--- config.mk ---
export PLATFORM = sky130hd
export DESIGN_NAME = or8way_rr_arbiter_flat
export DESIGN_NICKNAME = d
export VERILOG_FILES = /design/src/rtl/or8way_rr_arbiter_if.sv /design/src/rtl/or8way_rr_arbiter.sv /design/src/flat_wrapper.sv
export SDC_FILE = /design/constraint.sdc
export NUM_CORES = 1
export LEC_CHECK = 0
export CORE_MARGIN = 2
export CORE_UTILIZATION = 55
export CTS_CLUSTER_DIAMETER = 200
export DETAILED_ROUTE_END_ITERATION = 8
export PLACE_DENSITY_LB_ADDON = 0.05
export SLEW_MARGIN = 20
export SYNTH_ARGS = -nofsm -noshare
export SYNTH_HDL_FRONTEND = slang
export SYNTH_SLANG_ARGS = --single-unit
--- constraint.sdc ---
create_clock -name clk -period 5.2 [get_ports clk]
set_clock_uncertainty 0.05 [all_clocks]
set_input_delay 1.3 -clock clk [delete_from_list [all_inputs] [get_ports clk]]
set_output_delay 1.3 -clock clk [all_outputs]
set_load 0.005 [all_outputs]
--- src/rtl/or8way_rr_arbiter_if.sv ---
// Request/grant bundle between eight requesters and the round-robin arbiter.
// The master side drives req; the slave side (the arbiter) returns the grant.
interface or8way_rr_arbiter_if;
  logic [7:0] req;
  logic [7:0] grant;
  logic [2:0] grant_id;
  logic       busy;
  logic       timeout;

  modport master (output req, input grant, grant_id, busy, timeout);
  modport slave  (input req, output grant, grant_id, busy, timeout);
endinterface

--- src/rtl/or8way_rr_arbiter.sv ---
// Round-robin arbiter for one shared resource and 8 requesters, registered one-hot grant.
// Define ARB_TIMEOUT_EN to add a HOLD_MAX-cycle hold limit with a revoke pulse and requester masking.
//
//   state | meaning
//   IDLE  | no owner; arbitrates eligible requests starting at ptr
//   GRANT | one requester owns the resource until it drops req (or its hold limit expires)
module or8way_rr_arbiter #(
  parameter int unsigned HOLD_MAX = 16,
  parameter int unsigned CNT_W    = 5
) (
  input logic               clk,
  input logic               reset,
  or8way_rr_arbiter_if.slave bus
);

  typedef enum logic {IDLE = 1'b0, GRANT = 1'b1} state_e;

  state_e     state_q, state_d;
  logic [7:0] grant_q, grant_d;
  logic [2:0] gid_q, gid_d;
  logic [2:0] ptr_q, ptr_d;
  logic [7:0] mask_q;
  logic [7:0] eligible;
  logic       any_req;
  logic [2:0] pick;

`ifdef ARB_TIMEOUT_EN
  localparam logic [CNT_W-1:0] HOLD_LAST = CNT_W'(HOLD_MAX - 1);
  logic [CNT_W-1:0] cnt_q, cnt_d;
  logic [7:0]       mask_d;
  logic             timeout_q, timeout_d;
`else
  assign mask_q = 8'h00;
`endif

  function automatic logic or8way(input logic [7:0] v);
    return ((v[0] | v[1]) | (v[2] | v[3])) | ((v[4] | v[5]) | (v[6] | v[7]));
  endfunction

  assign eligible = bus.req & ~mask_q;
  assign any_req  = or8way(eligible);

  // First eligible index scanning upward from ptr with wrap; only used when any_req is set.
  always_comb begin
    logic [2:0] idx;
    logic       found;
    pick  = 3'd0;
    idx   = 3'd0;
    found = 1'b0;
    for (int k = 0; k < 8; k++) begin
      idx = ptr_q + 3'(k);
      if (!found && eligible[idx]) begin
        pick  = idx;
        found = 1'b1;
      end
    end
  end

  always_ff @(posedge clk) begin
    if (reset) begin
      state_q <= IDLE;
      grant_q <= 8'h00;
      gid_q   <= 3'd0;
      ptr_q   <= 3'd0;
`ifdef ARB_TIMEOUT_EN
      cnt_q     <= '0;
      mask_q    <= 8'h00;
      timeout_q <= 1'b0;
`endif
    end else begin
      state_q <= state_d;
      grant_q <= grant_d;
      gid_q   <= gid_d;
      ptr_q   <= ptr_d;
`ifdef ARB_TIMEOUT_EN
      cnt_q     <= cnt_d;
      mask_q    <= mask_d;
      timeout_q <= timeout_d;
`endif
    end
  end

  always_comb begin
    state_d = state_q;
    grant_d = grant_q;
    gid_d   = gid_q;
    ptr_d   = ptr_q;
`ifdef ARB_TIMEOUT_EN
    cnt_d     = cnt_q;
    timeout_d = 1'b0;
    mask_d    = mask_q & bus.req;
`endif
    case (state_q)
      IDLE: begin
        if (any_req) begin
          state_d = GRANT;
          grant_d = 8'b1 << pick;
          gid_d   = pick;
`ifdef ARB_TIMEOUT_EN
          cnt_d   = '0;
`endif
        end
      end
      GRANT: begin
        if (!bus.req[gid_q]) begin
          state_d = IDLE;
          grant_d = 8'h00;
          gid_d   = 3'd0;
          ptr_d   = gid_q + 3'd1;
`ifdef ARB_TIMEOUT_EN
        end else if (cnt_q == HOLD_LAST) begin
          // Forced revoke: owner stays masked until it lets go of req.
          state_d       = IDLE;
          grant_d       = 8'h00;
          gid_d         = 3'd0;
          ptr_d         = gid_q + 3'd1;
          timeout_d     = 1'b1;
          mask_d[gid_q] = 1'b1;
        end else begin
          cnt_d = cnt_q + 1'b1;
`endif
        end
      end
      default: state_d = IDLE;
    endcase
  end

  always_comb begin
    bus.grant    = grant_q;
    bus.grant_id = gid_q;
    bus.busy     = (state_q == GRANT);
`ifdef ARB_TIMEOUT_EN
    bus.timeout  = timeout_q;
`else
    bus.timeout  = 1'b0;
`endif
  end

endmodule

--- src/flat_wrapper.sv ---
// flat-port wrapper written by rule: the top's interface ports become plain ports
module or8way_rr_arbiter_flat 
#(
  parameter int unsigned HOLD_MAX = 16,
  parameter int unsigned CNT_W    = 5
)
  (clk, reset, bus_req, bus_grant, bus_grant_id, bus_busy, bus_timeout);
  or8way_rr_arbiter_if bus_i ();
  input logic clk;
  input logic reset;
  input wire logic [$bits(bus_i.req)-1:0] bus_req;
  output wire logic [$bits(bus_i.grant)-1:0] bus_grant;
  output wire logic [$bits(bus_i.grant_id)-1:0] bus_grant_id;
  output wire logic [$bits(bus_i.busy)-1:0] bus_busy;
  output wire logic [$bits(bus_i.timeout)-1:0] bus_timeout;
  assign bus_i.req = bus_req;
  assign bus_grant = bus_i.grant;
  assign bus_grant_id = bus_i.grant_id;
  assign bus_busy = bus_i.busy;
  assign bus_timeout = bus_i.timeout;
  or8way_rr_arbiter #(.HOLD_MAX(HOLD_MAX), .CNT_W(CNT_W)) u_core (.clk(clk), .reset(reset), .bus(bus_i));
endmodule
==> Word-level counts from Yosys, hierarchy flattened <==
Index checks and enable logic that the tools add are counted.
{ "classes": {"n_addsub": 8, "order_cmp": 9, "eq_ne": 2, "n_shift": 1, "n_mux": 42, "bitwise_logic": 9, "n_reduce_logical": 16} }
{ "op_table": {"columns": ["operator", "count"], "rows": [
  ["< comparator 3 x 4 -> 1 bit (second input constant)", 9],
  ["two-way mux 3 bit", 10],
  ["binary-select mux 1 bit (select 3 bit)", 9],
  ["two-way mux 1 bit", 18],
  ["two-way mux 8 bit", 2],
  ["one-hot mux 8 bit (2 select lines)", 1],
  ["adder 3 bit (second input constant)", 4],
  ["left shift 1 x 3 -> 8 bit (first input constant)", 1],
  ["logical AND 1 bit", 7],
  ["logical NOT 1 bit", 7],
  ["OR 1 bit", 7],
  ["adder 3 x 1 -> 3 bit (second input constant)", 2],
  ["adder 3 x 2 -> 3 bit (second input constant)", 2],
  ["one-hot mux 3 bit (2 select lines)", 1],
  ["AND reduction 2 bit", 2],
  ["inequality test 2 x 1 -> 1 bit (second input constant)", 1],
  ["inequality test 2 bit (second input constant)", 1],
  ["NOT 1 bit", 2],
  ["one-hot mux 1 bit (2 select lines)", 1]
]} }
{ "totals": {"ff_bits": 15, "input_bits": 10, "output_inout_bits": 13, "word_cells": 91} }

==> Logic depth before layout (Yosys ltp) <==
Gate-level depths: netlist (run 1).
{ "logic_depth": {"word_depth": 27, "ltp_mapped": 12, "ltp_nobuf": 9} }

==> Least setup slack after synthesis (run 1) <==
Ideal clock, no wire load.
{ "synth_timing": {"kind": "input to register", "startpoint": "input bus_req[3]", "endpoint": "register u_core.grant_q[5], in the netlist u_core.bus.grant[5]", "setup_time_ns": 0.117, "arrival_time_ns": 3.135, "required_time_ns": 5.033, "setup_slack_ns": 1.897, "path_stages": 7, "n_path_buf": 0, "path_cell_list": "mux4_2 or2_2 o22ai_2 o21ai_0 a221oi_1 nor3_1 a32o_1"} }
{ "synth_via": {"elab_chain_len": 27, "word_cells_on_any_way": 56, "cone_classes": "eq/ne (2); shift (1); mux (35); bitwise (3); reduce/logical (15)"} }
{ "synth_rtl": {"columns": ["item", "line", "text"], "rows": [
  ["start: declaration", "flat_wrapper.sv:11", "input wire logic [$bits(bus_i.req)-1:0] bus_req;"],
  ["binary-select mux 1 bit (select 3 bit)", "or8way_rr_arbiter.sv:52", "if (!found && eligible[idx]) begin"],
  ["two-way mux 1 bit (implied by the code)", "or8way_rr_arbiter.sv:52", null],
  ["two-way mux 1 bit", "or8way_rr_arbiter.sv:52", null],
  ["logical NOT 1 bit", "or8way_rr_arbiter.sv:52", null],
  ["logical AND 1 bit", "or8way_rr_arbiter.sv:52", null],
  ["two-way mux 1 bit", "or8way_rr_arbiter.sv:52", null],
  ["logical NOT 1 bit", "or8way_rr_arbiter.sv:52", null],
  ["logical AND 1 bit", "or8way_rr_arbiter.sv:52", null],
  ["[11 not listed]", null, null],
  ["logical AND 1 bit", "or8way_rr_arbiter.sv:52", null],
  ["two-way mux 1 bit", "or8way_rr_arbiter.sv:52", null],
  ["logical NOT 1 bit", "or8way_rr_arbiter.sv:52", null],
  ["logical AND 1 bit", "or8way_rr_arbiter.sv:52", null],
  ["two-way mux 3 bit", "or8way_rr_arbiter.sv:52", null],
  ["left shift 1 x 3 -> 8 bit", "or8way_rr_arbiter.sv:97", "grant_d = 8'b1 << pick;"],
  ["two-way mux 8 bit", "or8way_rr_arbiter.sv:95", "if (any_req) begin"],
  ["one-hot mux 8 bit (2 select lines)", "or8way_rr_arbiter.sv:93", "case (state_q)"],
  ["end signal: assignment", "or8way_rr_arbiter.sv:72", "grant_q <= grant_d;"],
  ["end: declaration", "or8way_rr_arbiter.sv:19", "logic [7:0] grant_q, grant_d;"]
]} }
Parallel ways exist; a longest one is shown, timed or not. The select of a mux whose other input is x is not followed.
A chain may end at the register's enable or synchronous reset.

==> Worst setup path in the final report (run 1) <==
Ends and elaborated chain as after synthesis.

==> results of run 1 <==
-- final cells by class --
type | instances | share of cell area, %
Sequential cell | 15 | 16.4
Timing Repair Buffer | 21 | 11.5
Multi-Input combinational cell | 141 | 67.1
Clock buffer | 4 | 1.44
Tap cell | 31 | 2.12
Inverter | 7 | 1.44
-- per-layer routing --
metal,wire length [um],global-route usage [%],vias to the layer above,share of wire (%)
li1,-,-,713,-
met1,1730,34.8,729,44
met2,1920,40.1,75,48
met3,276,4.18,6,7.0
met4,34,2.99,0,0.86
met5,0,0,-,0
-- sequential cells by signal, indices dropped and copies added (netlist names) --
signal	flops
u_core.ptr_q	3
u_core.bus.busy	1
u_core.bus.grant	8
u_core.bus.grant_id	3
-- power by group through the flow --
stage | Combinational, mW | Sequential (mW) | Clock, mW
floorplan | 0.306 | 0.151 | 0
global placement | 0.374 | 0.164 | 0
detailed placement | 0.382 | 0.167 | 0
CTS | 0.384 | 0.164 | 0.0667
global route | 0.422 | 0.167 | 0.0721
finish | 0.390 | 0.163 | 0.0672
-- worst register-to-register path, cell delays in order (launching register included) --
cell      delay, ns
dfxtp_1        0.85
inv_1          0.11
ha_1           0.60
mux2i_1        0.19
mux4_2         0.58
a22o_2         0.33
and3_4         0.19
a2111o_1       0.46
a21oi_2        0.18
a32o_2         0.18
-- final timing paths --
check                                          from             endpoint  slack (ns)  depth (start not counted)
worst max-delay path                     bus_req[3]  u_core.bus.grant[5]        1.36                          8
worst max register to register      u_core.ptr_q[0]  u_core.bus.grant[6]        1.44                          9
worst min-delay path            u_core.bus.grant[1]  u_core.bus.grant[1]        0.41                          2
worst min register to register  u_core.bus.grant[1]  u_core.bus.grant[1]        0.41                          2
-- kinds of logic (layout without fill, tap and decap cells) --
kind of cell	Yosys count	in the layout	share of synthesized area [%]
flip-flops	15	15	18.4
XOR/XNOR	4	4	2.15
buffers and inverters	15	32	6.59
adder cells (fa/ha/maj)	3	3	2.30
AND/OR/NAND/NOR	58	58	18.5
other	1	1	0.230
multiplexers	25	25	26.0
AO/OA/AOI/OAI	50	50	25.9
-- stage by stage --
step	worst slack [ns]	utilization [%]
detailed placement	1.08	64.7
finish	1.36	65.7
global placement	1.17	64.7
floorplan	1.90	-
CTS	1.37	65.7
global route	1.15	65.7
-- synth_stat cells, types with 3 or more instances --
cell type,instances,area (um2)
nor3_1,6,30.0
nand3_1,8,40.0
nor2_1,13,48.8
nand2_1,14,52.6
or2_2,3,18.8
o21ai_0,4,20.0
xor2_1,3,26.3
a32o_1,3,30.0
o31ai_1,4,30.0
a21oi_1,9,45.0
mux2i_1,9,90.1
mux4_2,9,203
mux4_1,3,78.8
ha_1,3,37.5
a221oi_1,3,26.3
inv_1,7,26.3
a22oi_1,3,22.5
dfxtp_1,15,300
==> run summary, run 1 <==
Routed WL: 3960 um
placed cell count: 215
cells after synthesis: 171
antenna-violating nets left: 0
CTS Sinks: 15
delay-heaviest family, CP: compound AO/OA/AOI/OAI gates
Slew @ Worst Pin: 0.837 ns
Slew headroom: 43.8%
CP Class: in2reg
Period minus WS final: 3.84 ns
first-pass iteration count of the detailed router: 4
Overall Global Routing Usage: 24.4%
Post-DP Area: 1800 um2
Async SR Flop Fraction: 0%
Sum Neg Setup Slack: 0 ns
Ant. Diodes: 0
Peak Freq: 260 MHz
Syn. warnings: 0
vias in the first global route: 1359
Via density: 6.95
TritonCTS clock tree: done
most frequent cells in the layout: clkdlybuf4s50_1 (21), dfxtp_1 (15), nand2_1 (14), nor2_1 (13)
finished layout cell area: 1830 um2
P_sw: 0.274 mW
CTS root buffer: clkbuf_4
post-synthesis sequential area ratio: 18.4%
unrepaired setup endpoints after global routing: false
Sw Share: 44.2%
H-tree Lvls: 1
Worst setup SP type: primary input
Internal: 0.346 mW
Skew-Pair Late Insertion Delay: 0.28 ns
CP required: 5.33 ns
Die ar.: 3420 um2
min-delay worst type: reg2reg
Final #Nets: 202
die width: 58.5 um
DIE HEIGHT: 58.5 um
period utilisation layout: 73.9%
Leak: 0.635 nW
IO Pins: 23
DPL Wire Length: 3080 um
row count: 19
status: finished, final reports clean
largest net degree at the start of global routing: 20
sequential power share: 26.3%
Cell variety after synth: 61
Gate power share: 62.8%
post-synthesis register bit count: 15
ys flop type: dfxtp_1
clock buffer count from CTS: 3
syn avg cell area: 9.55 um2
post-route insts no fill: 219
maximum VDD drop: 0.317 mV
slowest stage delay, CP: 0.60 ns
postcts setup bufs: 0
area occupied by multi-input gates: 1220 um2
max-slew violation count: 0
Max FO, Critical Path: 8
number of synthesized flops with an enable pin: 0
commonest non-fill, non-tap cell in the layout: clkdlybuf4s50_1
# fillers: 251
port buffer count: 21
total power: 0.620 mW
Pwr Density: 340 nW/um2
final hold slack: 0.411 ns
Placer Congestion: 0.868
CTS max path bufs: 2
Final Hold Fails: 0
total congestion overflow: 0
initial antenna violation count: 0
Layout area overhead: 11.9%
Register Area: 300 um2
wire per inst: 18.1 um
Cell Chain, Critical Path: clkdlybuf4s50_1 -> mux4_2 -> or2_2 -> o22ai_2 -> o21ai_0 -> a221oi_1 -> nor3_1 -> a32o_1
post-synth net total: 184
endpoint type of the worst setup path: register
first-pass GRT wire length: 6490 um
worst path arrival time: 3.97 ns
clock power share: 10.8%
Vias: 1523
synthesized area: 1630 um2
share of layout cells above drive strength 1: 19.1%
core area: 2780 um2
drt drc: 0
number of max-cap violations: 0
post-CTS resize count: 0
critical path's slowest cell: mux4_2
Initial Util: 58.7%
DR iter-0 viols: 107
CP Buf/Inv Count: 1
endpoints failing setup: 0
Hold Buf Count CTS: 0
Worst-path clk slew: 0.09 ns
Note: power is estimated with default switching activity, not from simulation.
==> run 2: changes to the inputs <==
CORE_UTILIZATION = 50   (was 55)
clock period = 3.45 ns   (was 5.2 ns; I/O delays follow)
==> run summary, run 2 (synthesis gave the netlist of run 1 again) <==
Placer Congestion: 0.926 (was 0.868)
fin util: 64.7% (was 65.7%)
worst setup margin: 0.107 ns (was 1.36 ns)
core area: 3080 um2 (was 2780 um2)
clock buffer count from CTS: 3 (unchanged)
max reg flops: 8 (unchanged)
Final #Nets: 221 (was 202)
Pwr Density: 510 nW/um2 (was 340 nW/um2)
met2 global-route usage: 40.9% (was 40.1%)
Max FO, Critical Path: 7 (was 8)
postcts setup bufs: 0 (unchanged)
period utilisation layout: 96.9%
Reg-to-Reg Start: u_core.ptr_q[1] (was u_core.ptr_q[0])
share of layout cells above drive strength 1: 27.1% (was 19.1%)
Period minus WS final: 3.34 ns
most frequent cells in the layout: clkdlybuf4s50_1 (21), buf_4 (19), dfxtp_1 (15), nand2_1 (14), nor2_1 (13) (was clkdlybuf4s50_1 (21), dfxtp_1 (15), nand2_1 (14), nor2_1 (13))
R2R cell count: 10 (was 9)
unrepaired setup endpoints after global routing: false (unchanged)
pre-CTS WS: -0.168 ns (was 1.08 ns)
Skew-Pair Late Insertion Delay: 0.28 ns (about the same)
Sw Share: 42.4% (was 44.2%)
Final Hold Fails: 0 (unchanged)
min-delay worst type: reg2reg (unchanged)
largest net degree at the start of global routing: 20 (unchanged)
Vias: 1618 (was 1523)
Slew @ Worst Pin: 0.888 ns (was 0.837 ns)
antenna-violating nets left: 0 (unchanged)
row count: 20 (was 19)
vias in the first global route: 1561 (was 1359)
IO Pins: 23 (unchanged)
reg-to-reg critical path endpoint: u_core.bus.grant[4] (was u_core.bus.grant[6])
reg2reg setup slack: 0.34 ns (was 1.44 ns)
DR iter-0 viols: 79 (was 107)
port buffer count: 21 (unchanged)
Setup crit end: u_core.bus.grant[4] (was u_core.bus.grant[5])
met3 usage in global routing: 5.25% (was 4.18%)
worst path arrival time: 3.52 ns (was 3.97 ns)
first-pass GRT wire length: 7300 um (was 6490 um)
initial antenna violation count: 0 (unchanged)
met1 Usage GRT: 34.9% (was 34.8%)
Peak Freq: 299 MHz
Ant. Diodes: 0 (unchanged)
H-tree Lvls: 1 (unchanged)
first-pass iteration count of the detailed router: 5 (was 4)
CTS max path bufs: 2 (unchanged)
global route hottest layer: met2 (unchanged)
Layout area overhead: 21.9% (was 11.9%)
commonest non-fill, non-tap cell in the layout: clkdlybuf4s50_1 (unchanged)
post-CTS resize count: 0 (unchanged)
P_sw: 0.431 mW (was 0.274 mW)
Overall Global Routing Usage: 26.0% (was 24.4%)
Worst setup SP type: primary input (unchanged)
CP startpoint: bus_req[5] (was bus_req[3])
Slew headroom: 40.3% (was 43.8%)
clock power share: 10.2% (was 10.8%)
final hold slack: 0.407 ns (was 0.411 ns)
CP Class: in2reg (unchanged)
Gate power share: 67.4% (was 62.8%)
Initial Util: 53.0% (was 58.7%)
Worst-path clk slew: 0.10 ns (was 0.09 ns)
maximum VDD drop: 0.289 mV (was 0.317 mV)
max-slew violation count: 0 (unchanged)
total congestion overflow: 0 (unchanged)
die width: 61.1 um (was 58.5 um)
number of max-cap violations: 0 (unchanged)
Sum Neg Setup Slack: 0 ns (unchanged)
status: finished, final reports clean (unchanged)
DPL Wire Length: 3310 um (was 3080 um)
drt drc: 0 (unchanged)
Leak: 0.731 nW (was 0.635 nW)
sequential power share: 22.4% (was 26.3%)
TritonCTS clock tree: done (unchanged)
endpoints failing setup: 0 (unchanged)
Via density: 6.45 (was 6.95)
Internal: 0.585 mW (was 0.346 mW)
Hold Buf Count CTS: 0 (unchanged)
endpoint type of the worst setup path: register (unchanged)
min-delay src: u_core.bus.grant[1] (unchanged)
CP required: 3.63 ns (was 5.33 ns)
Die ar.: 3740 um2 (was 3420 um2)
Routed WL: 4180 um (was 3960 um)
CTS root buffer: clkbuf_4 (unchanged)
total power: 1.02 mW (was 0.620 mW)
DIE HEIGHT: 61.1 um (was 58.5 um)
wire per inst: 16.6 um (was 18.1 um)
CTS Sinks: 15 (unchanged)
## run 2: cell count changes in the layout (fill, tap and decap cells not counted), sizes merged
| cell | change |
|---|---|
| buf | +19 |
## run 2: critical path, cell delays in order
cell and delay (ns):
clkdlybuf4s50_1 0.57, mux2i_1 0.13, mux4_2 0.56, a22o_2 0.28, buf_4 0.15, and3_4 0.17
a2111o_1 0.46, a21oi_2 0.18, a32o_2 0.17
## run 2: through the flow
stage                     cells  cell area (um2)
after floorplan             171             1630
after global placement      247             1960
after detailed placement    247             1960
after CTS                   251             1990
after global routing        251             1990
final                       251             1990
## run 2: layout make-up
| cell class | count | area (um2) |
|---|---|---|
| flip-flops and latches | 15 | 300 |
| clock buffers | 4 | 26.3 |
| fillers | 265 | 1090 |
| inverters | 7 | 26.3 |
| well taps | 44 | 55.1 |
| repair buffers | 40 | 353 |
| multi-input cells | 141 | 1230 |
## run 2: per-layer routing
metal  up-vias  part of all wire [%]
li1        753                     -
met5         -                     0
met2        93                    46
met4         0                   3.6
met1       751                    42
met3        21                   7.9
## run 2: power by group through the flow
stage          combinational [mW]  clock, mW  sequential (mW)
6_report                    0.684      0.104            0.227
3_3_place_gp                0.656          0            0.231
3_5_place_dp                0.669          0            0.232
2_1_floorplan               0.461          0            0.227
5_1_grt                     0.745      0.114            0.233
4_1_cts                     0.672      0.105            0.228
## run 2: worst min path at each step
stage	depth (start not counted)	end	slack, ns
after CTS	2	u_core.bus.grant[2]	0.41
after floorplan	2	u_core.bus.grant[0]	0.40
after global routing	2	u_core.bus.grant[1]	0.44
after detailed placement	2	u_core.bus.grant[1]	0.39
after global placement	2	u_core.bus.grant[2]	0.38
final	2	u_core.bus.grant[1]	0.41
==> run 3: changes to the inputs <==
PLACE_DENSITY_LB_ADDON = 0.25   (was 0.05)
==> run summary, run 3 (synthesis gave the netlist of run 1 again) <==
die width: 61.1 um (unchanged)
Final Hold Fails: 0 (unchanged)
H-tree Lvls: 1 (unchanged)
Final #Nets: 223 (was 221)
Cell Chain, Critical Path: clkdlybuf4s50_1 -> mux2i_1 -> mux4_2 -> a22o_2 -> a221oi_1 -> a311oi_2 -> o21a_4 -> a32o_2 (was clkdlybuf4s50_1 -> mux2i_1 -> mux4_2 -> a22o_2 -> buf_4 -> and3_4 -> a2111o_1 -> a21oi_2 -> a32o_2)
port buffer count: 21 (unchanged)
Register Area: 300 um2 (unchanged)
pre-CTS WS: -0.174 ns (was -0.168 ns)
endpoint type of the worst setup path: register (unchanged)
TritonCTS clock tree: done (unchanged)
area occupied by multi-input gates: 1240 um2 (was 1230 um2)
antenna-violating nets left: 0 (unchanged)
critical path's slowest cell: clkdlybuf4s50_1 (unchanged)
Ant. Diodes: 0 (unchanged)
max-slew violation count: 0 (unchanged)
share of layout cells above drive strength 1: 28.2% (was 27.1%)
min-delay worst type: reg2reg (unchanged)
Peak Freq: 295 MHz (was 299 MHz)
Hold Buf Count CTS: 0 (unchanged)
wire per inst: 17.7 um (was 16.6 um)
post-CTS resize count: 0 (unchanged)
drt drc: 0 (unchanged)
slowest stage delay, CP: 0.59 ns (was 0.57 ns)
number of max-cap violations: 0 (unchanged)
period utilisation layout: 98.4% (was 96.9%)
DPL Wire Length: 3420 um (was 3310 um)
status: finished, final reports clean (unchanged)
Skew-Pair Late Insertion Delay: 0.28 ns (about the same)
total congestion overflow: 0 (unchanged)
DR iter-0 viols: 96 (was 79)
clock buffer count from CTS: 3 (unchanged)
Worst-path clk slew: 0.09 ns (was 0.10 ns)
first-pass GRT wire length: 7180 um (was 7300 um)
maximum VDD drop: 0.318 mV (was 0.289 mV)
first-pass iteration count of the detailed router: 5 (unchanged)
Period minus WS final: 3.39 ns (was 3.34 ns)
most frequent cells in the layout: clkdlybuf4s50_1 (21), buf_4 (21), dfxtp_1 (15), nand2_1 (14), nor2_1 (13) (was clkdlybuf4s50_1 (21), buf_4 (19), dfxtp_1 (15), nand2_1 (14), nor2_1 (13))
CTS Sinks: 15 (unchanged)
Worst setup SP type: primary input (unchanged)
Initial Util: 53.0% (unchanged)
Post-DP Area: 1970 um2 (was 1960 um2)
vias in the first global route: 1543 (was 1561)
Max FO, Critical Path: 8 (was 7)
initial antenna violation count: 0 (unchanged)
Placer Congestion: 0.884 (was 0.926)
DIE HEIGHT: 61.1 um (unchanged)
worst path arrival time: 3.53 ns (was 3.52 ns)
Leak: 0.740 nW (was 0.731 nW)
Layout area overhead: 23.4% (was 21.9%)
worst setup margin: 0.0569 ns (was 0.107 ns)
CP required: 3.59 ns (was 3.63 ns)
fin util: 65.4% (was 64.7%)
row count: 20 (unchanged)
Sum Neg Setup Slack: 0 ns (unchanged)
Die ar.: 3740 um2 (unchanged)
Slew headroom: 45.5% (was 40.3%)
max reg flops: 8 (unchanged)
CP Class: in2reg (unchanged)
Routed WL: 4490 um (was 4180 um)
# fillers: 263 (was 265)
largest net degree at the start of global routing: 20 (unchanged)
IO Pins: 23 (unchanged)
Slew @ Worst Pin: 0.812 ns (was 0.888 ns)
Via density: 6.34 (was 6.45)
Vias: 1605 (was 1618)
placed cell count: 249 (was 247)
CTS root buffer: clkbuf_4 (unchanged)
CTS max path bufs: 2 (unchanged)
Overall Global Routing Usage: 25.8% (was 26.0%)
core area: 3080 um2 (unchanged)
post-route insts no fill: 253 (was 251)
finished layout cell area: 2010 um2 (was 1990 um2)
postcts setup bufs: 0 (unchanged)
endpoints failing setup: 0 (unchanged)
Pwr Density: 516 nW/um2 (was 510 nW/um2)
## run 3: worst max-delay path: cells and delay by family
kind	cells	cell delay (ns)
AO/OA/AOI/OAI	5	1.37
buffers and inverters	1	0.59
multiplexers	2	0.70
## run 3: area by class of cell
type                       count  area share (%)
timing repair buffer          42            18.3
sequential                    15            14.9
clock buffer                   4            1.30
tap                           44            2.73
inverter                       7            1.30
multi-input combinational    141            61.5
## run 3: worst paths after layout
kind                                          start                  end  slack, ns  cells after the start
worst max-delay path                     bus_req[3]  u_core.bus.grant[4]       0.06                      8
worst min-delay path            u_core.bus.grant[3]  u_core.bus.grant[3]       0.41                      2
worst max register to register      u_core.ptr_q[1]  u_core.bus.grant[4]       0.21                      9
worst min register to register  u_core.bus.grant[3]  u_core.bus.grant[3]       0.41                      2
## run 3: per-layer routing
layer  track usage, %  share of wire [%]  routed length (um)  vias up
met5                0                  0                   0        -
met4             7.14                1.5                  66        0
met3             5.25                5.2                 233        7
met2             42.2                 51                2280       69
met1             34.7                 43                1910      775
li1                 -                  -                   -      754
## run 3: through the flow
stage	total power [mW]	hold slack (ns)
2_1_floorplan	0.688	0.399
3_3_place_gp	0.894	0.394
3_5_place_dp	0.913	0.404
4_1_cts	1.01	0.414
5_1_grt	1.10	0.446
6_report	1.04	0.413
## run 3: report_power, final
group	switching (mW)	internal, mW
registers	0.0271	0.200
logic	0.364	0.348
clock network	0.0553	0.0450
total	0.446	0.593
